`config.mk`:
```
export PLATFORM = sky130hd
export DESIGN_NAME = bht_port_scheduler
export DESIGN_NICKNAME = d
export VERILOG_FILES = /design/src/rtl/bp_pkg.sv /design/src/rtl/bp_update_fifo.sv /design/src/rtl/bht_port_scheduler.sv
export SDC_FILE = /design/constraint.sdc
export NUM_CORES = 1
export LEC_CHECK = 0
export BUFFER_PORTS_ARGS = -buffer_cell sky130_fd_sc_hd__buf_4
export CAP_MARGIN = 20
export CELL_PAD_IN_SITES_DETAIL_PLACEMENT = 1
export CELL_PAD_IN_SITES_GLOBAL_PLACEMENT = 2
export CORE_UTILIZATION = 28
export DETAILED_ROUTE_END_ITERATION = 6
export GPL_ROUTABILITY_DRIVEN = 0
export MAX_ROUTING_LAYER = met4
export PLACE_DENSITY = 0.79
export SYNTH_ARGS = -nofsm -noshare
export SYNTH_HDL_FRONTEND = slang
export SYNTH_HIERARCHICAL = 1
export SYNTH_SLANG_ARGS = --single-unit
```
`constraint.sdc`:
```
create_clock -name clk -period 2.3 [get_ports clk]
set_input_delay 0.345 -clock clk [delete_from_list [all_inputs] [get_ports clk]]
set_output_delay 0.345 -clock clk [all_outputs]
set_load 0.03 [all_outputs]
```
`src/rtl/bp_pkg.sv`:
```
// Shared definitions for the BHT port scheduler: counter encodings,
// scheduler state type and the saturating 2-bit counter update.
package bp_pkg;

    localparam logic [1:0] SNT = 2'b00;
    localparam logic [1:0] WNT = 2'b01;
    localparam logic [1:0] WT  = 2'b10;
    localparam logic [1:0] ST  = 2'b11;

    typedef enum logic [2:0] {
        S_INIT,
        S_IDLE,
        S_RMW_RD,
        S_RMW_WAIT,
        S_RMW_WR
    } sched_state_e;

    // Taken moves toward ST, not-taken toward SNT; both ends saturate.
    function automatic logic [1:0] sat_update(input logic [1:0] cnt, input logic taken);
        logic [1:0] res;
        if (taken) begin
            res = (cnt == ST) ? ST : cnt + 2'd1;
        end else begin
            res = (cnt == SNT) ? SNT : cnt - 2'd1;
        end
        return res;
    endfunction

endpackage

```
`src/rtl/bp_update_fifo.sv`:
```
// Small synchronous FIFO holding resolved-branch updates ({index, taken}).
// Push is ignored when full, pop is ignored when empty.
module bp_update_fifo #(
    parameter int unsigned WIDTH = 7,
    parameter int unsigned DEPTH = 4,
    localparam int unsigned PTR_W = (DEPTH > 1) ? $clog2(DEPTH) : 1,
    localparam int unsigned CNT_W = $clog2(DEPTH + 1)
) (
    input  logic             clk,
    input  logic             rst_n,
    input  logic             push_i,
    input  logic [WIDTH-1:0] din_i,
    input  logic             pop_i,
    output logic [WIDTH-1:0] dout_o,
    output logic             full_o,
    output logic             empty_o,
    output logic [CNT_W-1:0] count_o
);

    logic [WIDTH-1:0] mem_q [DEPTH];
    logic [PTR_W-1:0] wr_ptr_q, wr_ptr_d;
    logic [PTR_W-1:0] rd_ptr_q, rd_ptr_d;
    logic [CNT_W-1:0] count_q, count_d;
    logic             push_ok;
    logic             pop_ok;

    assign full_o  = (count_q == CNT_W'(DEPTH));
    assign empty_o = (count_q == '0);
    assign count_o = count_q;
    assign dout_o  = mem_q[rd_ptr_q];
    assign push_ok = push_i && !full_o;
    assign pop_ok  = pop_i && !empty_o;

    // Pointer and occupancy next-state; pointers wrap naturally (DEPTH is a power of 2).
    always_comb begin
        wr_ptr_d = wr_ptr_q;
        rd_ptr_d = rd_ptr_q;
        count_d  = count_q;
        if (push_ok) begin
            wr_ptr_d = wr_ptr_q + 1'b1;
        end
        if (pop_ok) begin
            rd_ptr_d = rd_ptr_q + 1'b1;
        end
        if (push_ok && !pop_ok) begin
            count_d = count_q + 1'b1;
        end else if (pop_ok && !push_ok) begin
            count_d = count_q - 1'b1;
        end
    end

    // Control registers; reset drops all stored entries.
    always_ff @(posedge clk or negedge rst_n) begin
        if (!rst_n) begin
            wr_ptr_q <= '0;
            rd_ptr_q <= '0;
            count_q  <= '0;
        end else begin
            wr_ptr_q <= wr_ptr_d;
            rd_ptr_q <= rd_ptr_d;
            count_q  <= count_d;
        end
    end

    // Storage array; contents are don't-care while empty, so no reset.
    always_ff @(posedge clk) begin
        if (push_ok) begin
            mem_q[wr_ptr_q] <= din_i;
        end
    end

endmodule

```
`src/rtl/bht_port_scheduler.sv`:
```
// Arbitrates the single synchronous-read BHT port between Fetch prediction
// reads and buffered EX read-modify-write counter updates, after sweeping
// the array to INIT_STATE out of reset.
module bht_port_scheduler
    import bp_pkg::*;
#(
    parameter int unsigned ENTRIES    = 64,
    parameter int unsigned IDX_W      = 6,
    parameter int unsigned FIFO_DEPTH = 4,
    parameter logic [1:0]  INIT_STATE = WNT
) (
    input  logic             clk,
    input  logic             rst_n,
    input  logic             i_fetch_req,
    input  logic [31:0]      i_fetch_pc,
    output logic             o_fetch_gnt,
    output logic             o_pred_valid,
    output logic             o_pred_taken,
    input  logic             i_upd_valid,
    output logic             o_upd_ready,
    input  logic [31:0]      i_upd_pc,
    input  logic             i_upd_taken,
    output logic             o_bht_en,
    output logic             o_bht_we,
    output logic [IDX_W-1:0] o_bht_addr,
    output logic [1:0]       o_bht_wdata,
    input  logic [1:0]       i_bht_rdata,
    output logic             o_init_done
);

    localparam int unsigned FW    = IDX_W + 1;
    localparam int unsigned CNT_W = $clog2(FIFO_DEPTH + 1);

    sched_state_e     state_q, state_d;
    logic [IDX_W-1:0] sweep_q, sweep_d;
    logic [1:0]       cnt_q, cnt_d;
    logic             init_done_q;
    logic             pred_valid_q;

    logic             bht_en, bht_we, fetch_gnt, fifo_pop;
    logic [IDX_W-1:0] bht_addr;
    logic [1:0]       bht_wdata;

    logic [IDX_W-1:0] fetch_idx;
    logic             fifo_full, fifo_empty, fifo_push;
    logic [FW-1:0]    fifo_din, fifo_dout;
    logic [IDX_W-1:0] head_idx;
    logic             head_taken;
    logic [CNT_W-1:0] fifo_count_unused;
    logic             pc_bits_unused;

    assign fetch_idx      = i_fetch_pc[IDX_W+1:2];
    assign pc_bits_unused = ^{i_fetch_pc[31:IDX_W+2], i_fetch_pc[1:0],
                              i_upd_pc[31:IDX_W+2], i_upd_pc[1:0]};

    assign o_upd_ready = rst_n && !fifo_full;
    assign fifo_push   = i_upd_valid && o_upd_ready;
    assign fifo_din    = {i_upd_pc[IDX_W+1:2], i_upd_taken};
    assign head_idx    = fifo_dout[FW-1:1];
    assign head_taken  = fifo_dout[0];

    bp_update_fifo #(
        .WIDTH (FW),
        .DEPTH (FIFO_DEPTH)
    ) u_fifo (
        .clk     (clk),
        .rst_n   (rst_n),
        .push_i  (fifo_push),
        .din_i   (fifo_din),
        .pop_i   (fifo_pop),
        .dout_o  (fifo_dout),
        .full_o  (fifo_full),
        .empty_o (fifo_empty),
        .count_o (fifo_count_unused)
    );

    // Next-state and port control: sweep, then full-FIFO > Fetch > pending-update priority.
    always_comb begin
        state_d   = state_q;
        sweep_d   = sweep_q;
        cnt_d     = cnt_q;
        bht_en    = 1'b0;
        bht_we    = 1'b0;
        bht_addr  = '0;
        bht_wdata = '0;
        fetch_gnt = 1'b0;
        fifo_pop  = 1'b0;
        unique case (state_q)
            S_INIT: begin
                bht_en    = 1'b1;
                bht_we    = 1'b1;
                bht_addr  = sweep_q;
                bht_wdata = INIT_STATE;
                sweep_d   = sweep_q + 1'b1;
                if (sweep_q == IDX_W'(ENTRIES - 1)) begin
                    state_d = S_IDLE;
                end
            end
            S_IDLE: begin
                if (fifo_full) begin
                    state_d = S_RMW_RD;
                end else if (i_fetch_req) begin
                    fetch_gnt = 1'b1;
                    bht_en    = 1'b1;
                    bht_addr  = fetch_idx;
                end else if (!fifo_empty) begin
                    state_d = S_RMW_RD;
                end
            end
            S_RMW_RD: begin
                bht_en   = 1'b1;
                bht_addr = head_idx;
                state_d  = S_RMW_WAIT;
            end
            S_RMW_WAIT: begin
                // Port is free while the RMW read data returns, so Fetch may use it.
                cnt_d = i_bht_rdata;
                if (i_fetch_req) begin
                    fetch_gnt = 1'b1;
                    bht_en    = 1'b1;
                    bht_addr  = fetch_idx;
                end
                state_d = S_RMW_WR;
            end
            S_RMW_WR: begin
                bht_en    = 1'b1;
                bht_we    = 1'b1;
                bht_addr  = head_idx;
                bht_wdata = sat_update(cnt_q, head_taken);
                fifo_pop  = 1'b1;
                state_d   = S_IDLE;
            end
            default: begin
                state_d = S_INIT;
            end
        endcase
    end

    // Scheduler state, sweep index, captured counter and status flags.
    always_ff @(posedge clk or negedge rst_n) begin
        if (!rst_n) begin
            state_q      <= S_INIT;
            sweep_q      <= '0;
            cnt_q        <= '0;
            init_done_q  <= 1'b0;
            pred_valid_q <= 1'b0;
        end else begin
            state_q      <= state_d;
            sweep_q      <= sweep_d;
            cnt_q        <= cnt_d;
            init_done_q  <= init_done_q || (state_q != S_INIT);
            pred_valid_q <= fetch_gnt;
        end
    end

    // Combinational port outputs are held at 0 while reset is asserted.
    assign o_bht_en     = rst_n && bht_en;
    assign o_bht_we     = rst_n && bht_we;
    assign o_bht_addr   = rst_n ? bht_addr : '0;
    assign o_bht_wdata  = rst_n ? bht_wdata : '0;
    assign o_fetch_gnt  = rst_n && fetch_gnt;
    assign o_pred_valid = pred_valid_q;
    assign o_pred_taken = pred_valid_q && i_bht_rdata[1];
    assign o_init_done  = init_done_q;

endmodule

```
==> impl_metrics.py <==
metrics = {
    "clock_network": {
        "htree_num_levels": 2,
        "numCtsBuffers": 5,
        "clkTransAtPathRegs_ns": 0.09,
        "worstSkewPairLatency_ns": 0.30,
        "clock_path_buffers": 2,
        "cts_root_buf": "clkbuf_8",
        "cts_tree": "yes",
        "postCtsHoldBufs": 0,
        "clock_sinks": 48,
    },
    "setup_path": {
        "rr_worst_depth": 8,
        "r2r_slack_ns": 0.17,
        "slowest_stage": "mux4_2",
        "path_depth": 6,
        "cp_max_fo": 8,
        "max_stage_delay_ns": 0.55,
        "startpoint": "u_fifo/rd_ptr_q[0]$_DFFE_PN0P_",
        "cp.required_ns": 1.96,
        "crit_end": "o_bht_addr[2]",
        "worstSetupStartpointType": "register",
        "end_kind": "output pin",
        "path_buf_inv": 2,
        "critical_path.top_delay_family": "multiplexers",
        "rr_endpoint": "u_fifo/count_o[1]$_DFFE_PN0P_",
        "crit_chain": "buf_12 > mux4_2 > mux2_4 > o21ai_2 > a21oi_1 > buf_4",
        "path_class": "reg -> out",
        "rr_startpoint": "u_fifo/count_o[0]$_DFFE_PN0P_",
        "arrival_ns": 2.05,
    },
    "place": {
        "place_ws_ns": 0.1387,
        "placed_area_um2": 2755,
        "dpl.hpwl_mm": 3.496,
        "dp.cells": 317,
        "portBuffers": 33,
    },
    "synth": {
        "ys_ff_latch": 48,
        "synth.avg_cell_area_um2": 13.03,
        "synth_cell_type_count": 34,
        "synth_edf_count": 28,
        "synth-xor-area-share": 0.04107,
        "synthCells": 180,
        "synthMuxAreaShare": 0.1168,
        "synth_area_um2": 2346,
        "synth_top_family_by_area": "simple AND/OR/NAND/NOR gates",
        "synth_warnings": 6,
        "synth-compound-area-share": 0.06507,
        "ys.flop_type": "edfxtp_1",
        "synth_nets": 258,
        "synthSimpleGateAreaFrac": 0.1275,
        "synth-async-reset-ratio": 0.4167,
        "yosysSeqAreaShare": 0.5717,
        "synthAdderAreaFrac": 0.04480,
    },
    "pwr": {
        "p_total_mw": 3.601,
        "p_leak_nw": 1.185,
        "peakVddDrop_uv": 372.0,
        "power_density_nw_per_um2": 1220,
    },
    "routing": {
        "firstDrtPassIters": 3,
        "via_count": 1444,
        "drc": 0,
        "routed_via_density": 4.389,
        "drt_iter0_markers": 31,
        "wirelength_mm": 4.632,
        "ant_nets": 0,
        "wl_per_cell_um": 14.08,
    },
    "floorplanning": {
        "die_h_um": 93.54,
        "core_um2": 8175,
        "num_io_pins": 86,
        "die_area_um2": 8749,
        "rows": 33,
        "die_w_um": 93.54,
        "start_util": 0.2870,
    },
    "cells_and_area": {
        "nets": 301,
        "nFillCells": 896,
        "layout_commonest_cell": "buf_4",
        "fin_area_um2": 2950,
        "drive_above_1_share": 0.3795,
        "final_cell_mix": "buf_4 (43), edfxtp_1 (28), dfrtp_1 (18)",
        "fin_cells": 329,
        "diodes": 0,
        "area_growth_pct": 25.76,
    },
    "global_routing": {
        "antenna_found_initial": 0,
        "grt_pass1_wl_mm": 7.831,
        "grt_overflow": 0,
        "grtUsageTotal": 0.1227,
        "grt_max_degree": 24,
        "grt_pass1_vias": 1596,
    },
    "outcome": {
        "violations": "negative setup slack",
        "status": "finished with violations",
    },
    "timing": {
        "finalCritPeriodShare": 1.040,
        "report.final.hold_viol_count": 0,
        "rsz0062_at_grt": "yes",
        "setup_violations": 7,
        "min_period_ns": 2.392,
        "setup_ws_ns": -0.09155,
        "worst_clock_skew_ns": 0.004827,
        "drv_slew": 0,
        "tightest_slew_ns": 0.3706,
        "fmax_mhz": 418.1,
        "setup-tns-final_ns": -0.5124,
        "slew-limit-headroom": 0.7529,
    },
    "job": {
        "max_cap_viol_count": 0,
    },
    "worst_hold_path": {
        "hold_path_class": "in -> async",
    },
}
[stage by stage]
| step | hold WS, ns | util |
|---|---|---|
| floorplan | 0.04941 | - |
| global placement | 0.3814 | 0.3370 |
| detailed placement | 0.3877 | 0.3370 |
| CTS | 0.05702 | 0.3567 |
| global route | 0.05882 | 0.3609 |
| finish | 0.04072 | 0.3609 |
[worst min-delay path by stage]
stage                     start                    end  slack [ns]  cells after the start
final                     rst_n  o_init_done$_DFF_PN0_        0.04                      2
after global routing      rst_n  o_init_done$_DFF_PN0_        0.06                      2
after CTS                 rst_n  o_init_done$_DFF_PN0_        0.06                      2
after detailed placement  rst_n  o_init_done$_DFF_PN0_        0.39                      2
after floorplan           rst_n   cnt_q[0]$_DFFE_PN0P_        0.05                      0
after global placement    rst_n  o_init_done$_DFF_PN0_        0.38                      2
[per-layer routing]
layer / vias to the layer above / GRT usage / share of wire
met4: 0 / 0.04231 / 0.0060
met5: - / - / 0
met2: 31 / 0.1979 / 0.50
met3: 2 / 0.02520 / 0.036
li1: 718 / - / -
met1: 693 / 0.1538 / 0.46
[timing repair]
action / in CTS / in global routing
setup buffers: 1 / 3
gates resized for setup: 18 / 7
pin swaps: 1 / 3
setup endpoints to repair: 7 / 11
[state kept, by name (all words and copies together) (netlist names)]
signal / cells
u_fifo/mem_q: 28
sweep_q: 6
state_q: 3
u_fifo/count_o: 3
cnt_q: 2
u_fifo/rd_ptr_q: 2
u_fifo/wr_ptr_q: 2
o_init_done: 1
o_pred_valid: 1
[cells in the mapped netlist, types with 3 or more instances]
| master | number | area [um2] |
|---|---|---|
| nand2b_1 | 8 | 50.05 |
| and3_1 | 3 | 18.77 |
| mux4_2 | 7 | 157.7 |
| nor2b_1 | 4 | 25.02 |
| a21oi_1 | 14 | 70.07 |
| xnor2_1 | 7 | 61.31 |
| nand2_1 | 12 | 45.04 |
| xor2_1 | 4 | 35.03 |
| nor2_1 | 10 | 37.54 |
| and2_1 | 8 | 50.05 |
| o21ai_0 | 9 | 45.04 |
| mux2_2 | 9 | 101.4 |
| buf_2 | 5 | 25.02 |
| edfxtp_1 | 28 | 840.8 |
| inv_1 | 6 | 22.52 |
| ha_1 | 6 | 75.07 |
| dfrtp_1 | 20 | 500.5 |
[cell families after synthesis]
| kind of cell | after synthesis |
|---|---|
| adders and majority gates | 8 |
| buffers and inverters | 15 |
| AOI/OAI and AO/OA | 28 |
| muxes | 17 |
| DFF | 48 |
| and+or+nand+nor | 53 |
| xor gates and xnor gates | 11 |
[final cells by class]
class / count / area [um2] / area share
flip-flops and latches: 48 / 1344 / 0.4555
multi-input cells: 117 / 987.2 / 0.3346
repair buffers: 45 / 354.1 / 0.1200
well taps: 105 / 131.4 / 0.04453
clock buffers: 5 / 68.82 / 0.02332
clock inverters: 3 / 42.54 / 0.01442
inverters: 6 / 22.52 / 0.007634
[where the power goes]
part	switching (mW)	total, mW	internal [mW]
logic	0.817	1.66	0.839
registers	0.209	1.34	1.13
clock network	0.279	0.602	0.322
Power figures use the tool's default switching activity.
